--- src/rtl/dbg_ctrl_pkg.sv ---
// Shared types and constants for the debug halt controller.
//   dbg_state_e    : halt-controller FSM state encoding
//   AddrW          : instruction address width
//   DefaultTimeout : default acknowledge timeout in cycles
//   DefaultCntW    : default width of the completed-halt counter
package dbg_ctrl_pkg;

    localparam int unsigned AddrW          = 32;
    localparam int unsigned DefaultTimeout = 64;
    localparam int unsigned DefaultCntW    = 8;

    typedef enum logic [2:0] {
        StIdle,
        StReq,
        StHalted,
        StResume,
        StError
    } dbg_state_e;

endpackage

--- src/rtl/dbg_timeout_cnt.sv ---
// Acknowledge wait counter for the debug halt controller.
//   clk_i, rst_ni : clock, asynchronous active-low reset
//   clear_i       : synchronously zero the count (wins over enable_i)
//   enable_i      : count one cycle
//   expired_o     : high while enabled in the TIMEOUT-th counted cycle
module dbg_timeout_cnt #(
    parameter int unsigned TIMEOUT = 64
) (
    input  logic clk_i,
    input  logic rst_ni,
    input  logic clear_i,
    input  logic enable_i,
    output logic expired_o
);

    localparam int unsigned CntW = (TIMEOUT > 1) ? $clog2(TIMEOUT) : 1;
    localparam logic [CntW-1:0] LastCnt = CntW'(TIMEOUT - 1);

    logic [CntW-1:0] cnt_q, cnt_d;

    always_comb begin
        cnt_d = cnt_q;
        if (clear_i) begin
            cnt_d = '0;
        end else if (enable_i) begin
            cnt_d = cnt_q + CntW'(1);
        end
    end

    always_ff @(posedge clk_i or negedge rst_ni) begin
        if (!rst_ni) begin
            cnt_q <= '0;
        end else begin
            cnt_q <= cnt_d;
        end
    end

    assign expired_o = enable_i && (cnt_q == LastCnt);

endmodule

--- src/rtl/dbg_halt_ctrl.sv ---
// Debug halt controller: requests a core halt, tracks the acknowledge, resumes the
// core and flags acknowledge timeouts.
//   clk_i, rst_ni    : clock, asynchronous active-low reset
//   fetch_enable_i   : SoC fetch enable, gated off in ERROR -> fetch_enable_o
//   halt_req_i       : level request to halt the core
//   resume_req_i     : level request to leave debug mode (honoured only when halted)
//   clear_i          : leave ERROR
//   debug_mode_i     : core reports it is in debug mode
//   instr_addr_i     : core fetch address, captured into halt_pc_o on halt acknowledge
//   debug_req_o      : debug request to the core
//   resume_o         : resume request to the debug unit
//   halted_o         : core confirmed halted (also while resuming)
//   timeout_o        : acknowledge timed out
//   halt_pc_o        : address captured at the last halt
//   halt_cnt_o       : saturating count of completed halts
module dbg_halt_ctrl
    import dbg_ctrl_pkg::*;
#(
    parameter int unsigned TIMEOUT = DefaultTimeout,
    parameter int unsigned CNT_W   = DefaultCntW
) (
    input  logic             clk_i,
    input  logic             rst_ni,
    input  logic             fetch_enable_i,
    input  logic             halt_req_i,
    input  logic             resume_req_i,
    input  logic             clear_i,
    input  logic             debug_mode_i,
    input  logic [AddrW-1:0] instr_addr_i,
    output logic             debug_req_o,
    output logic             resume_o,
    output logic             fetch_enable_o,
    output logic             halted_o,
    output logic             timeout_o,
    output logic [AddrW-1:0] halt_pc_o,
    output logic [CNT_W-1:0] halt_cnt_o
);

    dbg_state_e       state_q, state_d;
    logic [AddrW-1:0] halt_pc_q, halt_pc_d;
    logic [CNT_W-1:0] halt_cnt_q, halt_cnt_d;
    logic             capture;
    logic             wait_active;
    logic             expired;

    // The wait counter only runs while waiting on the core; it sits at zero otherwise,
    // so every entry into REQ or RESUME starts from a fresh count.
    assign wait_active = (state_q == StReq) || (state_q == StResume);

    dbg_timeout_cnt #(
        .TIMEOUT (TIMEOUT)
    ) u_timeout_cnt (
        .clk_i     (clk_i),
        .rst_ni    (rst_ni),
        .clear_i   (!wait_active),
        .enable_i  (wait_active),
        .expired_o (expired)
    );

    always_comb begin
        state_d = state_q;
        capture = 1'b0;
        case (state_q)
            StIdle: begin
                // Core entered debug by itself: record the halt without requesting it.
                if (debug_mode_i) begin
                    state_d = StHalted;
                    capture = 1'b1;
                end else if (halt_req_i) begin
                    state_d = StReq;
                end
            end
            StReq: begin
                // Acknowledge beats a timeout expiring on the same edge.
                if (debug_mode_i) begin
                    state_d = StHalted;
                    capture = 1'b1;
                end else if (expired) begin
                    state_d = StError;
                end
            end
            StHalted: begin
                if (resume_req_i) begin
                    state_d = StResume;
                end
            end
            StResume: begin
                if (!debug_mode_i) begin
                    state_d = StIdle;
                end else if (expired) begin
                    state_d = StError;
                end
            end
            StError: begin
                if (clear_i) begin
                    state_d = StIdle;
                end
            end
            default: state_d = StIdle;
        endcase
    end

    always_comb begin
        halt_pc_d  = halt_pc_q;
        halt_cnt_d = halt_cnt_q;
        if (capture) begin
            halt_pc_d = instr_addr_i;
            if (halt_cnt_q != '1) begin
                halt_cnt_d = halt_cnt_q + CNT_W'(1);
            end
        end
    end

    always_ff @(posedge clk_i or negedge rst_ni) begin
        if (!rst_ni) begin
            state_q    <= StIdle;
            halt_pc_q  <= '0;
            halt_cnt_q <= '0;
        end else begin
            state_q    <= state_d;
            halt_pc_q  <= halt_pc_d;
            halt_cnt_q <= halt_cnt_d;
        end
    end

    // Status outputs decode the registered state, so they are glitch-free and the
    // asynchronous reset clears them without a clock edge.
    always_comb begin
        debug_req_o    = (state_q == StReq);
        resume_o       = (state_q == StResume);
        halted_o       = (state_q == StHalted) || (state_q == StResume);
        timeout_o      = (state_q == StError);
        fetch_enable_o = fetch_enable_i && (state_q != StError);
    end

    assign halt_pc_o  = halt_pc_q;
    assign halt_cnt_o = halt_cnt_q;

endmodule

--- config.mk ---
export PLATFORM = sky130hd
export DESIGN_NAME = dbg_halt_ctrl
export DESIGN_NICKNAME = d
export VERILOG_FILES = /design/src/rtl/dbg_ctrl_pkg.sv /design/src/rtl/dbg_timeout_cnt.sv /design/src/rtl/dbg_halt_ctrl.sv
export SDC_FILE = /design/constraint.sdc
export NUM_CORES = 1
export LEC_CHECK = 0
export CORE_ASPECT_RATIO = 0.5
export CORE_MARGIN = 4
export CORE_UTILIZATION = 35
export CTS_BUF_LIST = sky130_fd_sc_hd__clkbuf_2 sky130_fd_sc_hd__clkbuf_4 sky130_fd_sc_hd__clkbuf_8
export CTS_CLUSTER_DIAMETER = 200
export DETAILED_ROUTE_END_ITERATION = 12
export GPL_TIMING_DRIVEN = 0
export PLACE_DENSITY = 0.67
export REMOVE_ABC_BUFFERS = 1
export SYNTH_ARGS = -nofsm -noshare
export SYNTH_HDL_FRONTEND = slang
export SYNTH_SLANG_ARGS = --single-unit
--- constraint.sdc ---
create_clock -name clk_i -period 2.6 [get_ports clk_i]
set_input_delay 0.39 -clock clk_i [delete_from_list [all_inputs] [get_ports clk_i]]
set_output_delay 0.39 -clock clk_i [all_outputs]
set_load 0.01 [all_outputs]
---- Word level (Yosys, flattened, before mapping) ----
Cells that the tools add are included.
word-level totals
  register bits ........................... 49
  bits in latches ......................... 0
  RAM bits ................................ 0
  bits in read-only memories .............. 0
  bits of input ports ..................... 39
  output and inout port bits .............. 45
  memories kept ........................... 0
operators by class
  add/sub/neg operators ................... 2
  multiply operators ...................... 0
  divide/modulo/power cells ............... 0
  magnitude comparators ................... 0
  equal/unequal tests ..................... 10
  shift-type cells ........................ 0
  muxes and demuxes ....................... 11
  bitwise gates (word level) .............. 0
  reductions and logical operators ........ 8
operators with widths
  operator               count
  $mux W3                7
  $pmux W3 S5            1
  $add A8 B1 Y8 const B  1
  $ne A8 B8 Y1 const B   1
  $add A6 B1 Y6 const B  1
  $eq A3 B2 Y1 const B   2
  $eq A6 B6 Y1 const B   1
  $mux W6                1
  $ne A3 B3 Y1 const B   2
  $ne A2 B2 Y1 const B   2
  $eq A3 B1 Y1 const B   1
  $eq A3 B3 Y1 const B   1
  $logic_not A3 Y1       1
  $reduce_and A3 Y1      1
  $logic_and A1 B1 Y1    2
  $logic_or A1 B1 Y1     2
  $mux W1                2
  $reduce_and A2 Y1      1
  $reduce_or A2 Y1       1

---- Longest topological paths before layout ----
  depth in word-level cells ............... 6
  gate-level depth with buffers ........... 7
  mapped depth without buffers ............ 5

---- Cells and area by module ----
From an unflattened synthesis, not the netlist that was laid out.
second synthesis, totals
  cells, all modules ...................... 224
  area, all modules ....................... 2,110.8 um2
modules (own cells, without submodules)
  module           instances  cells each  area each (um2)  sequential area each (um2)
  dbg_halt_ctrl    1          196         1,820.5          1,076.0
  dbg_timeout_cnt  1          28          290.3            150.1

---- Worst setup path before layout ----
Ideal clock, no wire load.
  kind .................................... reg2reg
  start point ............................. reg state_q[1]
  end point ............................... reg halt_pc_q[10] (netlist: halt_pc_o[10])
  setup time .............................. 0.125 ns
  arrival ................................. 1.317 ns
  required time ........................... 2.475 ns
  path slack .............................. 1.158 ns
  stages on the path, launching flop included .. 6
  cells stage by stage .................... dfrtp_1 -> buf_2 -> nor3b_2 -> buf_4 -> buf_4 -> mux2_2
between the ends
  cells in the longest elaborated chain, start to end .. 3
RTL lines
  what                                              RTL line              source
  start, declared                                   dbg_halt_ctrl.sv:39   dbg_state_e state_q, state_d;
  start signal, assigned                            dbg_halt_ctrl.sv:116  state_q <= StIdle;
  start signal, assigned                            dbg_halt_ctrl.sv:120  state_q <= state_d;
  $eq A3 B1 Y1 or $logic_not A3 Y1 (tied branches)  dbg_halt_ctrl.sv:63   case (state_q)
  $reduce_or A2 Y1 (no source line) *               -
  $mux W1 *                                         -
  end signal, assigned                              dbg_halt_ctrl.sv:121  halt_pc_q <= halt_pc_d;
  end, declared                                     dbg_halt_ctrl.sv:40   logic [AddrW-1:0] halt_pc_q, halt_pc_d;
Mark *: on every way between the ends. The rest lies on a longest branch, timed or not.
A chain may end at the register's enable or synchronous reset.

---- Worst setup path after layout ----
  start point ............................. in debug_mode_i
  end point ............................... reg halt_cnt_q[6] (netlist: halt_cnt_o[6])
between the ends
  cells in the longest elaborated chain, start to end .. 3
RTL lines
  what                                RTL line                                  source
  start, declared                     dbg_halt_ctrl.sv:28                       input logic debug_mode_i,
  $mux W1                             dbg_halt_ctrl.sv:66, dbg_halt_ctrl.sv:75
  $mux W1                             -
  $reduce_and A2 Y1 (no source line)  -
  end signal, assigned                dbg_halt_ctrl.sv:122                      halt_cnt_q <= halt_cnt_d;
  end, declared                       dbg_halt_ctrl.sv:41                       logic [CNT_W-1:0] halt_cnt_q, halt_cnt_d;
No other way between the ends.

==> metrics.csv <==
stage,metric,value,unit
status,status,"finished, final reports clean",
floorplan,CORE AREA,0.005539,mm²
timing,Slew @ Worst Pin,634.9,ps
floorplan,Starting Density,36.53,%
pwr,Max IR drop VDD,403.5,µV
critical_path,largest fanout on the critical path,12,
synthesis,post-synth top area share,60.61,%
critical_path,Critical Path End Type,flip-flop,
route,Routed Antenna Nets,0,
critical_path,WS Path Type,primary input to flip-flop,
flow_run,max-cap violations,0,
timing,Slew Limit Fails,0,
floorplan,die height,61.76,µm
timing,clk_skew,5.008,ps
timing,RSZ-0062 raised after global routing,no,
floorplan,Die X-Extent,115.5,µm
timing,fin crit share,86.60,%
placed_design,dpl hpwl,3496,µm
placed_design,Setup WS pre-CTS,36.35,ps
synthesis,number of synthesis warnings,0,
timing,final hold violations,0,
cts,CTS-repair resized insts,0,
critical_path,crit path cell chain,clkdlybuf4s50_1 > nor3b_4 > buf_6 > and3_1 > nand4_1 > mux2_1,
final_layout,post-layout util,55.03,%
global_routing,largest net degree at the start of global routing,30,
synthesis,post-synth cell types,29,
timing,fin crit period,2252,ps
floorplan,Rows,19,
critical_path,CP Launch Type,primary input,
cts,"Clk Latency, worst-skew pair",290,ps
cts,# hold bufs at CTS,0,
cts,setup repair bufs after CTS,0,
synthesis,Synth area leaders,"dfrtp_1, mux2_2, a21oi_1, nand3_1, buf_4",
critical_path,crit-path max cell delay,600,ps
floorplan,IO Pins,84,
final_layout,fraction of layout instances using a drive strength above 1,20.17,%
critical_path,CP required,2780,ps
synthesis,"flops & latches, synth",49,
pwr,PwrDens,1018,mW/mm²
global_routing,vias in the first global route,1548,
route,DRT Pass-1 Iters,4,
route,via count,1459,
cts,CTS max path bufs,2,
critical_path,Worst path slowest cell,nor3b_4,
timing,setup TNS,0,ps
timing,Slew headroom,57.63,%
route,WL final,4427,µm
synthesis,"Avg Cell Area, Syn",13.49,µm²
final_layout,Nets,279,
synthesis,largest area contributor in the netlist,dfrtp_1,
timing,f_max,444.1,MHz
critical_path,CP arrival,2430,ps
cts,CTS buffer count,5,
route,drt initial violations,25,
cts,"Clk pin slew, worst setup/hold paths",80,ps
timing,hold slack,48.49,ps
route,Wirelength per Cell,14.23,µm
global_routing,initial antenna violation count,0,
cts,CTS tree,yes,
cts,root buffer cell,clkbuf_8,
global_routing,GR Overflow Total,0,
cts,CTS sink count,49,
floorplan,Die ar.,0.007135,mm²
final_layout,ant diodes,0,
timing,final setup vio count,0,
pwr,Leak,0.001251,µW
route,Vias/cell,4.691,
placed_design,buffers added on ports,83,
final_layout,Layout Area Growth over Synthesis,50.65,%
route,DR DRC count,0,
global_routing,global-route usage over all layers,13.18,%
worst_hold_path,HP Class,primary input to asynchronous set/reset pin,
timing,final setup margin,348.4,ps
synthesis,Mapped Area,0.002023,mm²
cts,H-Tree Depth,2,
synthesis,sequential area share after synthesis,60.61,%
placed_design,routability cong.,0.8038,
global_routing,first-pass GRT wire length,7314,µm
synthesis,Post-Syn Instances,150,
-- critical path, delay by kind of cell --
family,cells,cell delay (ps)
muxes,1,320
buffers and inverters,2,820
and+or+nand+nor,3,900
-- area by class of cell --
type | count | area, µm²
well taps | 73 | 91.34
repair buffers | 86 | 872.1
flip-flops and latches | 49 | 1226
clock buffers | 7 | 90.09
fillers | 496 | 2491
multi-input cells | 93 | 757.0
inverters | 3 | 11.26
-- Yosys cell counts, drive strengths merged --
library cell  number
or3                1
ha                 2
xor2               3
nor3b              1
or2                1
o32ai              1
xnor2              3
a21oi              6
nor2               7
o21a               1
inv                3
mux2              36
nand4              3
buf                5
a21boi             1
nor2b              1
nand3              6
nor3               1
dfrtp             49
a31oi              2
nand2              7
nand2b             2
and3               3
and2               1
o211ai             1
o21ai              2
and4               1
-- sequential cells by signal, summed over array words and instances, names as in the netlist --
| register | flops |
|---|---|
| halt_cnt_o | 8 |
| state_q | 3 |
| halt_pc_o | 32 |
| u_timeout_cnt.cnt_q | 6 |
-- kinds of logic (layout without fill, tap and decap cells) --
group	after synthesis	count (layout)	synth area share [%]
XOR/XNOR	6	6	2.598
flip-flops	49	49	60.61
adder cells (fa/ha/maj)	2	2	1.237
AND/OR/NAND/NOR	35	35	9.092
multiplexers	36	36	20.04
buffers and inverters	8	96	2.288
AO/OA/AOI/OAI	14	14	4.144
-- metrics by stage --
| stage | instance area, µm² | std cells | power (µW) |
|---|---|---|---|
| detailed placement | 2958 | 304 | 2689 |
| finish | 3048 | 311 | 3103 |
| floorplan | 1988 | 145 | 1858 |
| global route | 3048 | 311 | 3306 |
| CTS | 3048 | 311 | 3150 |
| global placement | 2910 | 301 | 2637 |
-- layer usage --
layer	routed length, µm	track usage, %	up-vias
met1	1923	16.92	732
li1	-	-	701
met3	115	2.901	4
met5	0	0	-
met4	42	4.515	0
met2	2346	22.78	22
-- final timing paths --
path	slack, ps	to	depth (start not counted)	from
setup / recovery	350	halt_cnt_o[6]	6	debug_mode_i
hold / removal	50	halt_pc_o[17]	1	rst_ni
setup reg to reg	540	halt_cnt_o[6]	5	state_q[1]
hold reg to reg	470	u_timeout_cnt.cnt_q[0]	1	u_timeout_cnt.cnt_q[0]
max in group asynchronous	2040	halt_pc_o[2]	2	rst_ni
min in group clk_i	470	u_timeout_cnt.cnt_q[0]	1	u_timeout_cnt.cnt_q[0]
-- power by group --
group,switching (µW),internal (µW)
combinational,499,862
sequential,208,1080
clock,230,222
-- cells in the final DEF, fill, tap and decap left out, types with 2 or more instances in the layout --
master	instances
xnor2_1	3
nand4_1	3
a31oi_1	2
inv_1	3
xor2_1	3
nand2_1	7
o21ai_0	2
ha_1	2
clkbuf_8	6
and3_1	3
dfrtp_1	49
nor2_1	7
a21oi_1	6
clkdlybuf4s50_1	82
nand2b_1	2
nand3_1	6
mux2_2	35
No activity file was read; power rests on OpenSTA's default activity.
